===== src/rtl/blk_frame_scheduler.sv =====
// Purpose: meters decoded 8x8 YCbCr blocks into blocks_to_hdmi with frame cadence
//          (one block row, HGAP blanking, ..., last row, VGAP blanking) and marks sob/eob/sof.
// Latency: 1 cycle from an accepted upstream beat to blk_valid/blk_data_*.
// Backpressure: in_ready is high only in BLOCK; an upstream bubble in BLOCK leaves a hole
//          downstream and sets the sticky underrun flag (the cadence is not stretched).
// Ports: clk/rst_n (async active-low); en run enable (sampled in IDLE and at frame end);
//        in_valid/in_ready/in_data_{y,cr,cb} upstream beat; blk_valid/blk_data_*/blk_sob/
//        blk_eob/blk_sof downstream beat; busy, frame_done pulse, sticky underrun.
// Optional: define BLK_SCHED_STATS_EN to add frame_cnt (wrapping) and underrun_cyc (saturating).
module blk_frame_scheduler #(
  parameter int N             = 2,
  parameter int X_RES         = 2160,
  parameter int Y_RES         = 1200,
  parameter int H_BLANK_CYC   = 106,
  parameter int V_BLANK_LINES = 264
) (
  input  logic                    clk,
  input  logic                    rst_n,
  input  logic                    en,
  input  logic                    in_valid,
  output logic                    in_ready,
  input  logic signed [N-1:0][7:0] in_data_y,
  input  logic signed [N-1:0][7:0] in_data_cr,
  input  logic signed [N-1:0][7:0] in_data_cb,
  output logic                    blk_valid,
  output logic signed [N-1:0][7:0] blk_data_y,
  output logic signed [N-1:0][7:0] blk_data_cr,
  output logic signed [N-1:0][7:0] blk_data_cb,
  output logic                    blk_sob,
  output logic                    blk_eob,
  output logic                    blk_sof,
  output logic                    busy,
  output logic                    frame_done,
  output logic                    underrun
`ifdef BLK_SCHED_STATS_EN
  ,
  output logic [15:0]             frame_cnt,
  output logic [15:0]             underrun_cyc
`endif
);

  localparam int BEATS       = 64 / N;
  localparam int BLK_PER_ROW = X_RES / 8;
  localparam int ROWS        = Y_RES / 8;
  localparam int HGAP_CYC    = H_BLANK_CYC * 8;
  localparam int VGAP_CYC    = V_BLANK_LINES * (X_RES / N + H_BLANK_CYC);

  localparam int BW = (BEATS > 1)       ? $clog2(BEATS)       : 1;
  localparam int KW = (BLK_PER_ROW > 1) ? $clog2(BLK_PER_ROW) : 1;
  localparam int RW = (ROWS > 1)        ? $clog2(ROWS)        : 1;
  localparam int HW = (HGAP_CYC > 1)    ? $clog2(HGAP_CYC)    : 1;
  localparam int VW = (VGAP_CYC > 1)    ? $clog2(VGAP_CYC)    : 1;
  // One gap counter serves both blanking states, so it is sized for the longer one.
  localparam int GW = (HW > VW) ? HW : VW;

  localparam logic [BW-1:0] BEAT_LAST = BW'(BEATS - 1);
  localparam logic [KW-1:0] BLK_LAST  = KW'(BLK_PER_ROW - 1);
  localparam logic [RW-1:0] ROW_LAST  = RW'(ROWS - 1);
  localparam logic [GW-1:0] HGAP_LAST = GW'(HGAP_CYC - 1);
  localparam logic [GW-1:0] VGAP_LAST = GW'(VGAP_CYC - 1);

  typedef enum logic [1:0] {IDLE, BLOCK, HGAP, VGAP} state_t;

  state_t         state, state_nxt;
  logic [BW-1:0]  beat_cnt;
  logic [KW-1:0]  blk_cnt;
  logic [RW-1:0]  row_cnt;
  logic [GW-1:0]  gap_cnt;

  logic xfer;
  logic beat_last;
  logic blk_last;
  logic hgap_done;
  logic vgap_done;

  assign xfer      = (state == BLOCK) && in_valid;
  assign beat_last = (beat_cnt == BEAT_LAST);
  assign blk_last  = (blk_cnt == BLK_LAST);
  assign hgap_done = (state == HGAP) && (gap_cnt == HGAP_LAST);
  assign vgap_done = (state == VGAP) && (gap_cnt == VGAP_LAST);

  assign in_ready   = (state == BLOCK);
  assign busy       = (state != IDLE);
  // Decoded from registered state/count, so it is high during the final VGAP cycle;
  // the next frame's first beat can be accepted on the very next cycle.
  assign frame_done = vgap_done;

  // State register
  always_ff @(posedge clk or negedge rst_n) begin
    if (!rst_n) begin
      state <= IDLE;
    end else begin
      state <= state_nxt;
    end
  end

  // Next-state decode
  always_comb begin
    state_nxt = state;
    unique case (state)
      IDLE: begin
        if (en) state_nxt = BLOCK;
      end
      BLOCK: begin
        if (xfer && beat_last && blk_last) state_nxt = HGAP;
      end
      HGAP: begin
        if (hgap_done) state_nxt = (row_cnt == ROW_LAST) ? VGAP : BLOCK;
      end
      VGAP: begin
        // en is only honoured here, so a frame that has started always completes.
        if (vgap_done) state_nxt = en ? BLOCK : IDLE;
      end
      default: state_nxt = IDLE;
    endcase
  end

  // Position counters and sticky underrun
  always_ff @(posedge clk or negedge rst_n) begin
    if (!rst_n) begin
      beat_cnt <= '0;
      blk_cnt  <= '0;
      row_cnt  <= '0;
      gap_cnt  <= '0;
      underrun <= 1'b0;
    end else begin
      unique case (state)
        IDLE: begin
          beat_cnt <= '0;
          blk_cnt  <= '0;
          row_cnt  <= '0;
          gap_cnt  <= '0;
          if (en) underrun <= 1'b0;
        end
        BLOCK: begin
          if (!in_valid) underrun <= 1'b1;
          if (xfer) begin
            if (beat_last) begin
              beat_cnt <= '0;
              blk_cnt  <= blk_last ? '0 : blk_cnt + KW'(1);
            end else begin
              beat_cnt <= beat_cnt + BW'(1);
            end
          end
        end
        HGAP: begin
          if (hgap_done) begin
            gap_cnt <= '0;
            row_cnt <= (row_cnt == ROW_LAST) ? '0 : row_cnt + RW'(1);
          end else begin
            gap_cnt <= gap_cnt + GW'(1);
          end
        end
        VGAP: begin
          gap_cnt <= vgap_done ? '0 : gap_cnt + GW'(1);
        end
        default: begin
          gap_cnt <= '0;
        end
      endcase
    end
  end

  // Output pipeline: flags only on transfer cycles, data holds between beats.
  always_ff @(posedge clk or negedge rst_n) begin
    if (!rst_n) begin
      blk_valid   <= 1'b0;
      blk_sob     <= 1'b0;
      blk_eob     <= 1'b0;
      blk_sof     <= 1'b0;
      blk_data_y  <= '0;
      blk_data_cr <= '0;
      blk_data_cb <= '0;
    end else begin
      blk_valid <= xfer;
      blk_sob   <= xfer && (beat_cnt == '0);
      blk_eob   <= xfer && beat_last;
      blk_sof   <= xfer && (beat_cnt == '0) && (blk_cnt == '0) && (row_cnt == '0);
      if (xfer) begin
        blk_data_y  <= in_data_y;
        blk_data_cr <= in_data_cr;
        blk_data_cb <= in_data_cb;
      end
    end
  end

`ifdef BLK_SCHED_STATS_EN
  always_ff @(posedge clk or negedge rst_n) begin
    if (!rst_n) begin
      frame_cnt    <= '0;
      underrun_cyc <= '0;
    end else begin
      if (frame_done) frame_cnt <= frame_cnt + 16'd1;
      if ((state == BLOCK) && !in_valid && (underrun_cyc != 16'hFFFF))
        underrun_cyc <= underrun_cyc + 16'd1;
    end
  end
`endif

endmodule


===== config.mk =====
export PLATFORM = sky130hd
export DESIGN_NAME = blk_frame_scheduler
export DESIGN_NICKNAME = d
export VERILOG_FILES = /design/src/rtl/blk_frame_scheduler.sv
export SDC_FILE = /design/constraint.sdc
export NUM_CORES = 1
export LEC_CHECK = 0
export ABC_AREA = 1
export CORE_MARGIN = 2
export CORE_UTILIZATION = 46
export DETAILED_ROUTE_END_ITERATION = 10
export GPL_TIMING_DRIVEN = 0
export PLACE_DENSITY = 0.77
export RECOVER_POWER = 25
export REMOVE_ABC_BUFFERS = 1
export SETUP_SLACK_MARGIN = 0.15
export SLEW_MARGIN = 40
export SYNTH_ARGS = -nofsm -noshare
export SYNTH_HDL_FRONTEND = slang
export SYNTH_SLANG_ARGS = --single-unit

===== constraint.sdc =====
create_clock -name clk -period 1.55 [get_ports clk]
set_input_delay 0.155 -clock clk [delete_from_list [all_inputs] [get_ports clk]]
set_output_delay 0.155 -clock clk [all_outputs]
set_load 0.01 [all_outputs]

Yosys cells after proc, flatten, opt, wreduce, memory -nomap -nowiden:

Cells that the tools add are included.
W data, S select, Z words.

* add/subtract/negate cells: 4
* equal/unequal tests: 15
* mux-type cells: 23
* reductions and logical operators: 21

Operators with widths (count)
* $pmux W19 S3: 1
* $mux W19: 2
* $mux W9: 3
* $add A19 B1 Y19 const B: 1
* $eq A19 B10 Y1 const B: 1
* $eq A19 B19 Y1 const B: 1
* $pmux W9 S2: 1
* $mux W8: 2
* $pmux W8 S2: 1
* $mux W2: 5
* $mux W5: 2
* $pmux W5 S2: 1
* $add A9 B1 Y9 const B: 1
* $eq A9 B9 Y1 const B: 1
* $logic_not A9 Y1: 1
* $add A8 B1 Y8 const B: 1
* $eq A8 B8 Y1 const B: 1
* $logic_and A1 B1 Y1: 8
* $logic_not A8 Y1: 1
* $ne A2 B2 Y1 const B: 4
* $pmux W2 S4: 1
* $ne A2 B1 Y1 const B: 3
* $reduce_and A3 Y1: 2
* $reduce_bool A2 Y1: 3
* 11 further kinds: 15

* flip-flop bits (word level): 96
* input port bits: 52
* output and inout bits: 56
* logic and storage cells: 79

Longest topological paths before layout:

Gate-level depths: netlist of run 1.

* word-level depth: 6
* gate-level depth with buffers: 12
* depth with buffers taken out: 12

Worst setup path after synthesis of run 1:

OpenSTA, ideal clock, no wires.

* kind: reg-to-reg
* start: register beat_cnt[0]
* end: register state[0]
* setup time: 117 ps
* arrival: 1565 ps
* data required time: 1433 ps
* setup slack: -132 ps
* stages on the path, launching flop included: 12
* buffers on the path: 0
* path through: dfrtp_1 ha_1 nand2_1 nor2_1 ha_1 inv_2 o21ai_2 nand2_1 a21oi_1 nand3_1 nand2_1 nand2_1

* longest elaborated chain between the ends: 5

RTL lines
* start, declared: line 65 `logic [BW-1:0] beat_cnt;`
* start signal, assigned: line 142 `beat_cnt <= beat_cnt + BW'(1);`
* $eq A5 B5 Y1: line 77 `assign beat_last = (beat_cnt == BEAT_LAST);`
* $logic_and A1 B1 Y1 (2 in series): line 105 `if (xfer && beat_last && blk_last) state_nxt = HGAP;`
* $ne A2 B1 Y1 (no source line)
* $reduce_and A4 Y1 (no source line)
* end signal, assigned: line 93 `state <= state_nxt;`
* end, declared: line 64 `state_t state, state_nxt;`

Every way passes these cells.
A chain may end at the register's enable or synchronous reset.

Worst setup path in the final report of run 1:

* start: register beat_cnt[1]
* end: register state[0]

Same word-level chain as after synthesis.

==> results of run 1 <==
path summary, 6_finish.rpt:
kind                                                  from                         end  slack (ns)  depth (start not counted)
worst max register to register     beat_cnt[1]$_DFFE_PN0P_        state[0]$_DFFE_PN0P_       -0.21                         11
min in group asynchronous                            rst_n     gap_cnt[17]$_DFFE_PN0P_        0.54                          2
max in group asynchronous                            rst_n      blk_cnt[7]$_DFFE_PN0P_        0.17                          3
worst max-delay path               beat_cnt[1]$_DFFE_PN0P_        state[0]$_DFFE_PN0P_       -0.21                         11
worst min register to register  blk_data_cr[0]$_DFFE_PN0N_  blk_data_cr[0]$_DFFE_PN0N_        0.47                          2
worst min-delay path                         in_data_cb[0]  blk_data_cb[0]$_DFFE_PN0N_        0.32                          3
power breakdown:
part | switching [W] | internal (W) | leakage, nW
Sequential | 0.000463 | 0.00324 | 1.25
Combinational | 0.00307 | 0.00254 | 2.34
Clock | 0.000862 | 0.000815 | 0.0973
Total | 0.00440 | 0.00659 | 3.68
layout by cell type (no fill, tap or decap), types with 5 or more instances in the layout:
master             n
nand4_1           11
xor2_1             9
nor2_1            25
inv_1             46
clkbuf_8          11
nor2_4            12
nand2_4           13
buf_6             16
dfrtp_2            7
nand3_1           22
o21ai_1            5
inv_2             10
dlygate4sd2_1     53
o21ai_2            8
nor2_2             8
nand2_1          203
nand2_2           41
ha_1               6
buf_4             32
dfrtp_1           89
nand3_2           11
nor3_1             7
o21ai_0           14
clkdlybuf4s50_1   50
per-layer routing:
layer | share of wire | wire [µm]
met5 | 0 | 0
met2 | 0.49 | 6900
met4 | 0.030 | 415
met3 | 0.086 | 1210
met1 | 0.39 | 5520
registers in the layout (all words and copies together), names as in the netlist:
name	cells
blk_sob	1
blk_eob	1
beat_cnt	5
blk_sof	1
blk_cnt	9
blk_data_cb	16
underrun	1
blk_data_cr	16
row_cnt	8
gap_cnt	19
blk_data_y	16
state	2
blk_valid	1
tightest hold or removal path: stages:
cell,delay [ns]
clkdlybuf4s50_1,0.39
nand2_1,0.06
nand2_1,0.04
logic make-up after synthesis:
family / after synthesis / synth area share
adder cells (fa/ha/maj): 10 / 0.0257
AND/OR/NAND/NOR: 369 / 0.342
flip-flops: 96 / 0.493
XOR/XNOR: 10 / 0.0180
AO/OA/AOI/OAI: 44 / 0.0498
buffers and inverters: 78 / 0.0719
cell usage after synthesis, types with 2 or more instances:
| cell type | number |
|---|---|
| nor2_1 | 36 |
| inv_2 | 7 |
| nor2_4 | 4 |
| buf_4 | 2 |
| buf_1 | 2 |
| o211ai_1 | 2 |
| inv_1 | 52 |
| dfrtp_1 | 96 |
| clkinv_1 | 2 |
| nor2_2 | 5 |
| nand4_1 | 11 |
| nor4_1 | 2 |
| o21ai_1 | 2 |
| nand3_2 | 6 |
| nor3b_1 | 2 |
| buf_6 | 3 |
| o21ai_0 | 25 |
| o21a_1 | 3 |
| nor3_1 | 8 |
| nand2_4 | 4 |
| a21oi_1 | 8 |
| or2_2 | 2 |
| nand2_2 | 13 |
| ha_1 | 10 |
| nor2_8 | 2 |
| nand3_1 | 29 |
| xor2_1 | 9 |
| nand2_1 | 243 |
| buf_2 | 6 |
repair_timing:
item,in CTS,in global routing
pin swaps,31,36
endpoints found under the setup margin,149,97
buffers inserted,35,16
cloned,2,4
endpoints found under the hold margin,42,0
gates resized for setup,146,88
hold buffers,1,0
final cells by class:
class | instances | area share
multi-input combinational | 434 | 0.351
sequential | 96 | 0.331
timing repair buffer | 167 | 0.230
inverter | 63 | 0.0375
tap | 136 | 0.0234
clock buffer | 11 | 0.0208
clock inverter | 3 | 0.00584
stage by stage:
| step | worst slack, ns | area [µm²] | hold WS, ns | instances | setup TNS (ns) |
|---|---|---|---|---|---|
| after floorplan | -0.563 | 4770 | -0.141 | 592 | -28.88 |
| after global placement | -3.26 | 6010 | 0.453 | 835 | -376.69 |
| after detailed placement | -0.389 | 6090 | 0.0655 | 838 | -20.66 |
| after CTS | -0.182 | 6810 | 0.261 | 890 | -1.48 |
| after global routing | -0.342 | 7280 | 0.319 | 910 | -6.75 |
| final | -0.206 | 7280 | 0.322 | 910 | -2.58 |
==> flow_summary.ini, run 1 <==
[status]
status = finished, violations left
violations = negative setup slack

[logic_synthesis]
synth_area_um2 = 4880
yosysWarnings = 0
synth_top_area_share = 0.493
ys_top_cells_by_area = dfrtp_1, nand2_1, inv_1
synth_edf_count = 0
synth-async-reset-ratio = 1.00
synth.distinct_cells = 40
synth-main-ff-cell = dfrtp_1
ys_seq_elements = 96
ys_seq_area_frac = 0.493
synth.avg_cell_area_um2 = 8.03
synth_cells = 607
yosysTopAreaCell = dfrtp_1

[timing]
timing.slew.headroom = 0.232
slew_violations = 0
timing.final.crit_period_ns = 1.76
post-route-period-util = 1.13
fmax_mhz = 570
rsz0062_at_grt = true
finalClockSkew_ns = 0.0113
worst_slack_ns = -0.206
finalHoldViolations = 0
worstMarginPinSlew_ns = 1.15
setup_viol = 30

[clock_network]
cts_tree = yes
cts.sinks = 96
insertion_delay_ns = 0.37
cts_max_level = 3
cts_inserted_buffers = 9
clk_path_buf_depth = 2
root_buffer = clkbuf_8
clk_pin_slew_worst_paths_ns = 0.10

[critical_path]
slowest_stage = dfrtp_1
cp_max_fo = 3
critPathArrivalTime_ns = 2.02
slowest_delay_ns = 0.38
endpoint_kind = flop
path_buf_inv = 1
cp.required_ns = 1.81
cp_cell_sequence = ha_2 -> nand2_2 -> nor2_2 -> ha_2 -> inv_2 -> o21ai_4 -> nand2_1 -> a21oi_2 -> nand3_1 -> nand2_1 -> nand2_1
startpoint_type = flop
crit_family = simple AND/OR/NAND/NOR gates
cp_common_cell = nand2_1
path_class = flop to flop

[layout]
synthToLayoutAreaGrowth_pct = 49.3
fin_nets = 833
multiInputGateArea_um2 = 2560
drive_gt1_frac = 0.280
n_antenna_cell = 0
seq_area_um2 = 2410
num-fill-cells = 742
post-route-util = 0.705

[detailed_routing]
drtAntennaViolNets = 0
num_vias = 4701
drtPass1Iterations = 4
vias_per_cell = 5.17
routed_wirelength_um = 14000
drc_errors = 0
drt-initial-drc-count = 295
wire_per_inst_um = 15.4

[global_route]
antenna_found_initial = 0
groute.usage.overall = 0.239
grt_pass1_wl_um = 21600
grt_overflow = 0
grt_use_met2 = 0.393
grt-busiest-layer = met2
grt_max_degree = 55
grt_pass1_vias = 4646
gr-usage-met1 = 0.276
met3_usage = 0.0954

[floorplanning]
die_x_um = 107
ios = 108
die_area_um2 = 11400
die_h_um = 107
core_area_um2 = 10300
start_util = 0.472
num_rows = 37

[placement]
dp_hpwl_um = 8150
gp_congestion = 0.902
portBuffers = 107

[power]
static-leakage-power_nw = 3.68
power_w = 0.0110
power_density_nw_per_um2 = 1510
ir_drop_uv = 867

[run]
maxCapViolCount = 0

[hold_path]
min_path_type = primary input to flop
Power figures use the tool's default switching activity.
==> inputs of run 2 (changes only) <==
--- a/config.mk
+++ b/config.mk
@@ -6,6 +6,7 @@
 export NUM_CORES = 1
 export LEC_CHECK = 0
 export ABC_AREA = 1
+export CAP_MARGIN = 40
 export CORE_MARGIN = 2
 export CORE_UTILIZATION = 46
 export DETAILED_ROUTE_END_ITERATION = 10
==> results of run 2 <==
Same layout as run 1: the final DEF is identical, and so are final timing and power.
==> inputs of run 3 (changes only) <==
--- a/config.mk
+++ b/config.mk
@@ -5,13 +5,12 @@
 export SDC_FILE = /design/constraint.sdc
 export NUM_CORES = 1
 export LEC_CHECK = 0
-export ABC_AREA = 1
 export CAP_MARGIN = 40
 export CORE_MARGIN = 2
-export CORE_UTILIZATION = 46
+export CORE_UTILIZATION = 45
 export DETAILED_ROUTE_END_ITERATION = 10
 export GPL_TIMING_DRIVEN = 0
-export PLACE_DENSITY = 0.77
+export PLACE_DENSITY = 0.76
 export RECOVER_POWER = 25
 export REMOVE_ABC_BUFFERS = 1
 export SETUP_SLACK_MARGIN = 0.15
==> flow_summary.ini, run 3 <==
[status]
status = finished, violations left
violations = negative setup slack

[logic_synthesis]
synth-main-ff-cell = dfrtp_1
synth_cells = 424
yosysTopAreaCell = dfrtp_1
synth-async-reset-ratio = 1.00
synth_top_area_share = 0.524
yosysMostFrequentCell = dfrtp_1
yosysWarnings = 0
ys_seq_area_frac = 0.524
synth_edf_count = 0
ys_top_cells_by_area = dfrtp_1, mux2_2, nand2_1
synth.distinct_cells = 47
synth_area_um2 = 4580
synth.avg_cell_area_um2 = 10.8
ys_seq_elements = 96
synth_commonest_cells = dfrtp_1, mux2_2, nand2_1, o21ai_0, nand3_1

[layout]
fin_nets = 675
final_common_cell = dfrtp_1
drive_gt1_frac = 0.396
synthToLayoutAreaGrowth_pct = 60.3
num-fill-cells = 577
mostFrequentLayoutCells = dfrtp_1, dlygate4sd2_1, clkdlybuf4s50_1
largest_reg_flops = 19
finalNonFillerCells = 751
n_antenna_cell = 0
regMostFlops = gap_cnt

[clock_network]
cts.sinks = 96
cts_inserted_buffers = 9
insertion_delay_ns = 0.39
cts_tree = yes
clk_pin_slew_worst_paths_ns = 0.09
clk_path_buf_depth = 2
cts_max_level = 3
root_buffer = clkbuf_8

[placement]
gp_congestion = 0.830
pre_cts_ws_ns = -0.730
place_inst = 648
portBuffers = 107
dp_hpwl_um = 7580

[critical_path]
r2r_setup_slack_ns = -0.71
timing.rr.end = row_cnt[5]$_DFFE_PN0P_
setup.worst_path.end = row_cnt[5]$_DFFE_PN0P_
timing.rr.start = gap_cnt[4]$_DFFE_PN0P_
cp.required_ns = 1.86
endpoint_kind = flop
path_class = flop to flop
startpoint_type = flop
critPathArrivalTime_ns = 2.56
cp_max_fo = 4
critPathLaunch = gap_cnt[4]$_DFFE_PN0P_
worstRegToRegCells = 5

[detailed_routing]
vias_per_cell = 6.23
drtAntennaViolNets = 0
drtPass1Iterations = 9
wire_per_inst_um = 22.7
drt-initial-drc-count = 532
routed_wirelength_um = 17100
num_vias = 4677
drc_errors = 0

[timing]
slew_violations = 0
timing.slew.headroom = 0.556
timing.final.crit_period_ns = 2.26
finalHoldViolations = 0
rsz0062_at_grt = true
hold_ws_ns = 0.350
post-route-period-util = 1.46
setup-tns-final_ns = -24.12
finalClockSkew_ns = 0.0162
setup_viol = 95
worst_slack_ns = -0.707
worstMarginPinSlew_ns = 0.665
fmax_mhz = 443

[floorplanning]
die_area_um2 = 11000
num_rows = 36
start_util = 0.466
die_x_um = 105
die_h_um = 105
core_area_um2 = 9820
ios = 108

[hold_path]
min_path_type = primary input to asynchronous set/reset pin

[global_route]
grt_max_degree = 70
antenna_found_initial = 0
grt_pass1_vias = 4429
grt_pass1_wl_um = 23400
groute.usage.overall = 0.271
grt_overflow = 0

[power]
ir_drop_uv = 341
power_w = 0.00429
static-leakage-power_nw = 3.64
power_density_nw_per_um2 = 584

[run]
maxCapViolCount = 0
==> run 3: changes by cell type after synthesis, sizes merged, moves of 7 or more <==
| cell | delta |
|---|---|
| or4 | +7 |
| nand2 | -214 |
| inv | -45 |
| xor2 | -9 |
| nand3 | -10 |
| mux2 | +49 |
| a31oi | +8 |
| nor2 | -33 |
| and3 | +11 |
| clkbuf | +11 |
==> run 3: per-stage QoR <==
step                       util  instance area [µm²]
after detailed placement  0.594                 5830
after CTS                 0.708                 6960
final                     0.748                 7340
after global routing      0.748                 7340
after floorplan               -                 4500
after global placement    0.584                 5740
==> run 3: cell type report <==
class,count,area (µm²),share of cell area
Tap cell,133,166,0.0227
Multi-Input combinational cell,294,2570,0.350
Clock buffer,12,145,0.0198
Clock inverter,4,28.8,0.00392
Sequential cell,96,2420,0.329
Inverter,16,72.6,0.00989
Timing Repair Buffer,196,1940,0.265
==> run 3: cells by family after synthesis <==
kind of cell / after synthesis / share of synthesized area
flops: 96 / 0.524
fa+ha+maj: 10 / 0.0273
simple gates: 155 / 0.183
compound gates: 72 / 0.103
mux: 54 / 0.131
buf+inv: 37 / 0.0311
==> run 3: metal layers <==
metal,global-route usage,part of all wire,up-vias
li1,-,-,1933
met1,0.322,0.36,2261
met2,0.486,0.49,361
met3,0.0643,0.095,122
met4,0.0781,0.055,0
met5,0,0,-
==> run 3: worst min-delay path by stage <==
| stage | from | to | slack, ns | depth (start not counted) |
|---|---|---|---|---|
| 2_1_floorplan | rst_n | beat_cnt[0]$_DFFE_PN0P_ | -0.14 | 0 |
| 3_3_place_gp | blk_data_cb[8]$_DFFE_PN0N_ | blk_data_cb[8]$_DFFE_PN0N_ | 0.49 | 1 |
| 3_5_place_dp | rst_n | blk_data_y[14]$_DFFE_PN0N_ | 0.01 | 1 |
| 4_1_cts | rst_n | blk_data_cb[7]$_DFFE_PN0N_ | 0.22 | 2 |
| 5_1_grt | in_valid | blk_eob$_DFF_PN0_ | 0.36 | 2 |
| 6_report | rst_n | blk_data_y[14]$_DFFE_PN0N_ | 0.35 | 2 |
==> run 3: where the power goes <==
part	total, W	internal, W	switching [W]	leakage (nW)
Combinational	0.000217	0.000126	0.0000916	2.28
Sequential	0.00251	0.00250	0.00000398	1.28
Clock	0.00156	0.000633	0.000931	0.0830
==> run 3: repair_timing <==
action	in CTS	in global routing
endpoints found under the hold margin	96	0
setup endpoints to repair	149	101
resized for setup	175	62
buffers inserted	62	17
hold buffers	1	0
pin swaps	41	31
cloned	6	2
==> run 3: worst max-delay path, cell delays in order, from the launching register on <==
cell	delay, ns
dfrtp_1	0.42
or4_4	0.62
nor4_4	0.48
nand3_2	0.20
or3_1	0.39
o21ai_1	0.08
==> RTL edit 1, RTL diff (config.mk and constraints of run 2) <==
Add a define of `BLK_SCHED_STATS_EN`.
--- a/src/rtl/blk_frame_scheduler.sv
+++ b/src/rtl/blk_frame_scheduler.sv
@@ -8,4 +8,6 @@
 //        blk_eob/blk_sof downstream beat; busy, frame_done pulse, sticky underrun.
 // Optional: define BLK_SCHED_STATS_EN to add frame_cnt (wrapping) and underrun_cyc (saturating).
+`define BLK_SCHED_STATS_EN
+
 module blk_frame_scheduler #(
   parameter int N             = 2,
Formal check against the unedited RTL (old outputs only; new: frame_cnt and underrun_cyc): equivalent (Yosys induction, for registers that start in step).
==> RTL edit 1 against run 2 <==
Wire length grew 55%; clock skew decreased by 4.0 ps; first-iteration DRC count rose by 120%; critical path depth down 5; global-route usage rose by 2.3 points; critical path type is now flip-flop to output pin; design area is 45% higher; the run still ends with setup timing left; sequential cell count up 32; setup slack lost 87 ps; power increased by 48%; area after synthesis rose by 34%; non-clock buffer count is 63 higher; maximum frequency shrank 4.7%; via count grew 48%; largest cell class unchanged.
==> RTL edit 1: results (changes against run 2) <==
{
  "post-route-worst-setup-slack": {"value": -292.1, "unit": "ps", "change": "was -205.6 ps"},
  "first_global_vias": {"value": 6415, "change": "was 4646"},
  "finalSetupViolations": {"value": 62, "change": "was 30"},
  "timing.hold.worst.class": {"value": "input pin to async pin", "change": "was input pin to flip-flop"},
  "synth_sequential_area_ratio": {"value": 48.93, "unit": "%", "change": "was 49.27%"},
  "routed_via_density": {"value": 5.451, "change": "was 5.166"},
  "globalplace.congestion": {"value": 0.8528, "change": "was 0.9018"},
  "layout_skew": {"value": 7.325, "unit": "ps", "change": "was 11.30 ps"},
  "worst_setup_path_startpoint": {"value": "gap_cnt[17]$_DFFE_PN0P_", "change": "was beat_cnt[1]$_DFFE_PN0P_"},
  "cts_repair_resize_count": {"value": 247, "change": "was 146"},
  "violations": {"value": "setup timing", "change": "unchanged"},
  "worstReg2RegEnd": {"value": "row_cnt[7]$_DFFE_PN0P_", "change": "was state[0]$_DFFE_PN0P_"},
  "postSynthAreaPerCell": {"value": 7.720, "unit": "µm²", "change": "was 8.033 µm²"},
  "synthTopCellsByCount": {"value": "nand2_1 (328), dfrtp_1 (128), inv_1 (85), nor2_1 (66), nand3_1 (55)", "change": "was nand2_1 (243), dfrtp_1 (96), inv_1 (52), nor2_1 (36), nand3_1 (29)"},
  "first_pass_iters": {"value": 6, "change": "was 4"},
  "worstSkewPairLatency": {"value": 430, "unit": "ps", "change": "was 370 ps"},
  "crit_path_max_incr_delay": {"value": 440, "unit": "ps", "change": "was 380 ps"},
  "rr_worst_depth": {"value": 9, "change": "was 11"},
  "htree_levels": {"value": 4, "change": "was 3"},
  "slowest_stage": {"value": "dfrtp_2", "change": "was dfrtp_1"},
  "worst_slew_margin_rel": {"value": 61.01, "unit": "%", "change": "was 23.21%"},
  "via_count": {"value": 6961, "change": "was 4701"},
  "run_status": {"value": "finished, violations left", "change": "unchanged"},
  "power.static_leakage": {"value": 5.229, "unit": "nW", "change": "was 3.685 nW"},
  "num-nets-final": {"value": 1149, "change": "was 833"},
  "cp.arrival": {"value": 1690, "unit": "ps", "change": "was 2020 ps"}
}
## RTL edit 1: cell types whose count changed after synthesis, sizes merged, moves of 4 or more
cell	delta
clkbuf	+8
dfrtp	+32
inv	+29
nand2	+76
nand3	+22
nand3b	+4
nand4	+5
nor2	+24
nor3	+14
o21ai	+17
xor2	+13
## RTL edit 1: per-stage QoR
| stage | power [mW] | area, µm² | TNS [ps] | worst slack (ps) |
|---|---|---|---|---|
| global placement | 9.208 | 8035 | -723640 | -4831 |
| CTS | 14.49 | 9738 | -2094 | -193.0 |
| floorplan | 6.942 | 6419 | -35390 | -678.8 |
| global route | 17.03 | 10550 | -13510 | -345.2 |
| detailed placement | 9.419 | 8153 | -41100 | -858.4 |
| finish | 16.24 | 10550 | -7699 | -292.1 |
## RTL edit 1: power by group
group	leakage, nW	switching [mW]	internal (mW)
Clock	0.265	1.50	2.22
Sequential	1.67	0.744	4.20
Combinational	3.29	4.19	3.39
Total	5.23	6.43	9.81
## RTL edit 1: final cells by class
class | instances | area (µm²)
repair buffers | 230 | 2280
multi-input cells | 614 | 3839
repair inverters | 5 | 58.81
inverters | 89 | 382.9
clock buffers | 20 | 446.7
flip-flops and latches | 128 | 3222
well taps | 180 | 225.2
clock inverters | 11 | 92.59
fillers | 884 | 3334
## RTL edit 1: layer usage
metal	vias up	track usage [%]	wire length [µm]
met5	-	0	0
met4	0	12.78	841
met3	99	7.934	1710
met2	372	41.79	10890
met1	3333	32.45	8263
li1	3157	-	-
## RTL edit 1: cell families (layout without fill, tap and decap cells)
kind of cell    Yosys count  after routing  synth area share [%]
flops                   128            128                 48.93
buf+inv                 109            355                 7.053
fa+ha+maj                12             12                 2.294
compound gates           62             62                 5.122
simple gates            511            514                 33.12
xor+xnor                 26             26                 3.478
==> RTL edit 2, RTL diff (config.mk and constraints of run 2) <==
Made on the original files. Compare `blk_cnt` against `BLK_LAST` with >= in place of ==.
--- a/src/rtl/blk_frame_scheduler.sv
+++ b/src/rtl/blk_frame_scheduler.sv
@@ -76,5 +76,5 @@
   assign xfer      = (state == BLOCK) && in_valid;
   assign beat_last = (beat_cnt == BEAT_LAST);
-  assign blk_last  = (blk_cnt == BLK_LAST);
+  assign blk_last  = (blk_cnt >= BLK_LAST);
   assign hgap_done = (state == HGAP) && (gap_cnt == HGAP_LAST);
   assign vgap_done = (state == VGAP) && (gap_cnt == VGAP_LAST);
Formal check against the unedited RTL: no difference found for any inputs over 10 cycles, from zero or initial values and one cycle with rst_n low; that may be too few to reach the edited logic, so the function may still have changed.
==> RTL edit 2 against run 2 <==
The flow still finishes with violations (setup timing); area after synthesis grew 0.56%; global-route usage grew 3.0 points; sequential cell count is the same; design area grew 13%; wire length grew 32%; power grew 8.4%; largest cell class unchanged; setup slack lost 46 ps; maximum frequency shrank 2.5%.
==> RTL edit 2: results (changes against run 2) <==
{
  "drt_wl_total": {"value": 18.60, "unit": "mm", "change": "was 14.04 mm"},
  "synth.distinct_cells": {"value": 38, "change": "was 40"},
  "multi_input_area_share": {"value": 38.20, "unit": "%", "change": "was 35.10%"},
  "combinationalPowerShare": {"value": 54.1, "unit": "%", "change": "was 51.1%"},
  "layout_skew": {"value": 13.42, "unit": "ps", "change": "was 11.30 ps"},
  "multi_input_comb_cells": {"value": 458, "change": "was 434"},
  "run_status": {"value": "finished, violations left", "change": "unchanged"},
  "pwr.group.clock": {"value": 1.74, "unit": "mW", "change": "was 1.68 mW"},
  "globalRouteTotalUtil": {"value": 26.87, "unit": "%", "change": "was 23.89%"},
  "synth.area.top_cells": {"value": "dfrtp_1 (49%), nand2_1 (18%), nand3_1 (4.8%), nor2_1 (4.1%), inv_1 (3.8%)", "change": "was dfrtp_1 (49%), nand2_1 (19%), inv_1 (4.0%), nand3_1 (3.0%), nor2_1 (2.8%)"},
  "grt.met1_usage": {"value": 32.75, "unit": "%", "change": "was 27.58%"},
  "cts_repair_resize_count": {"value": 220, "change": "was 146"},
  "worst_setup_path_startpoint": {"value": "gap_cnt[13]$_DFFE_PN0P_", "change": "was beat_cnt[1]$_DFFE_PN0P_"},
  "report.power.total": {"value": 11.92, "unit": "mW", "change": "was 10.99 mW"},
  "power.ir.vdd_worst": {"value": 1034, "unit": "µV", "change": "was 866.5 µV"},
  "holdCritStartpoint": {"value": "in_data_cr[14]", "change": "was in_data_cb[0]"},
  "gr_met2_demand_resource": {"value": 45.93, "unit": "%", "change": "was 39.31%"},
  "post-route-worst-setup-slack": {"value": -251.1, "unit": "ps", "change": "was -205.6 ps"},
  "drtIter0Drc": {"value": 339, "change": "was 295"},
  "met3_usage": {"value": 8.085, "unit": "%", "change": "was 9.544%"},
  "clock_buffers": {"value": 10, "change": "was 11"},
  "r2r_start": {"value": "beat_cnt[0]$_DFFE_PN0P_", "change": "was beat_cnt[1]$_DFFE_PN0P_"},
  "synth_sequential_area_ratio": {"value": 48.99, "unit": "%", "change": "was 49.27%"},
  "tightestPinTransition": {"value": 1259, "unit": "ps", "change": "was 1152 ps"},
  "nonClkBufAreaFrac": {"value": 22.94, "unit": "%", "change": "was 23.04%"},
  "globalplace.congestion": {"value": 0.8507, "change": "was 0.9018"},
  "worstSkewPairLatency": {"value": 390, "unit": "ps", "change": "was 370 ps"},
  "num-nets-final": {"value": 881, "change": "was 833"},
  "wl_met2": {"value": 9.454, "unit": "mm", "change": "was 6.898 mm"},
  "finalInstanceArea": {"value": 8252, "unit": "µm²", "change": "was 7282 µm²"},
  "route.met3.wl": {"value": 1.710, "unit": "mm", "change": "was 1.206 mm"},
  "finalSetupViolations": {"value": 82, "change": "was 30"},
  "violations": {"value": "setup timing", "change": "unchanged"},
  "dpl.hpwl": {"value": 8.342, "unit": "mm", "change": "was 8.149 mm"}
}
==> RTL edit 2: changes by cell type in the layout (fill, tap and decap cells not counted), moves of 7 or more <==
| cell | change |
|---|---|
| nand2_4 | +24 |
| nand3_1 | +10 |
| nand2_8 | +7 |
| buf_4 | +18 |
| nand2_1 | -74 |
| nand2_2 | +38 |
| o21ai_0 | -7 |
| o21ai_2 | +7 |
| nor2_1 | +11 |
==> RTL edit 2: final timing paths <==
path / end / slack [ps] / depth (start not counted)
min in group asynchronous: gap_cnt[16]$_DFFE_PN0P_ / 490 / 2
max in group asynchronous: gap_cnt[5]$_DFFE_PN0P_ / 210 / 3
worst min-delay path: blk_data_cr[14]$_DFFE_PN0N_ / 310 / 3
worst max-delay path: frame_done / -250 / 6
worst max register to register: blk_cnt[7]$_DFFE_PN0P_ / -190 / 7
worst min register to register: blk_data_y[5]$_DFFE_PN0N_ / 480 / 2
==> RTL edit 2: metrics by stage <==
step / TNS, ps / hold slack, ps / worst slack (ps) / std cells
after global placement: -402780 / 460.6 / -3255 / 845
after global routing: -9381 / 327.1 / -241.3 / 959
after floorplan: -37060 / -140.6 / -662.4 / 602
after detailed placement: -68560 / 54.54 / -1094 / 846
after CTS: -683.2 / 241.9 / -98.06 / 920
final: -5984 / 305.4 / -251.1 / 959
==> RTL edit 2: cell families after synthesis <==
group / Yosys count / synth area share, %
XOR/XNOR: 13 / 2.322
adder cells (fa/ha/maj): 10 / 2.552
buffers and inverters: 73 / 6.354
AND/OR/NAND/NOR: 383 / 34.01
AO/OA/AOI/OAI: 44 / 5.767
flip-flops: 96 / 48.99
==> RTL edit 2: critical path, cell delays in order, from the launching register on <==
cell and delay, ps:
dfrtp_1 430, nor2_1 190, nand2_2 80, nor2_2 120, nand2_1 80, nor4_2 180, buf_2 180
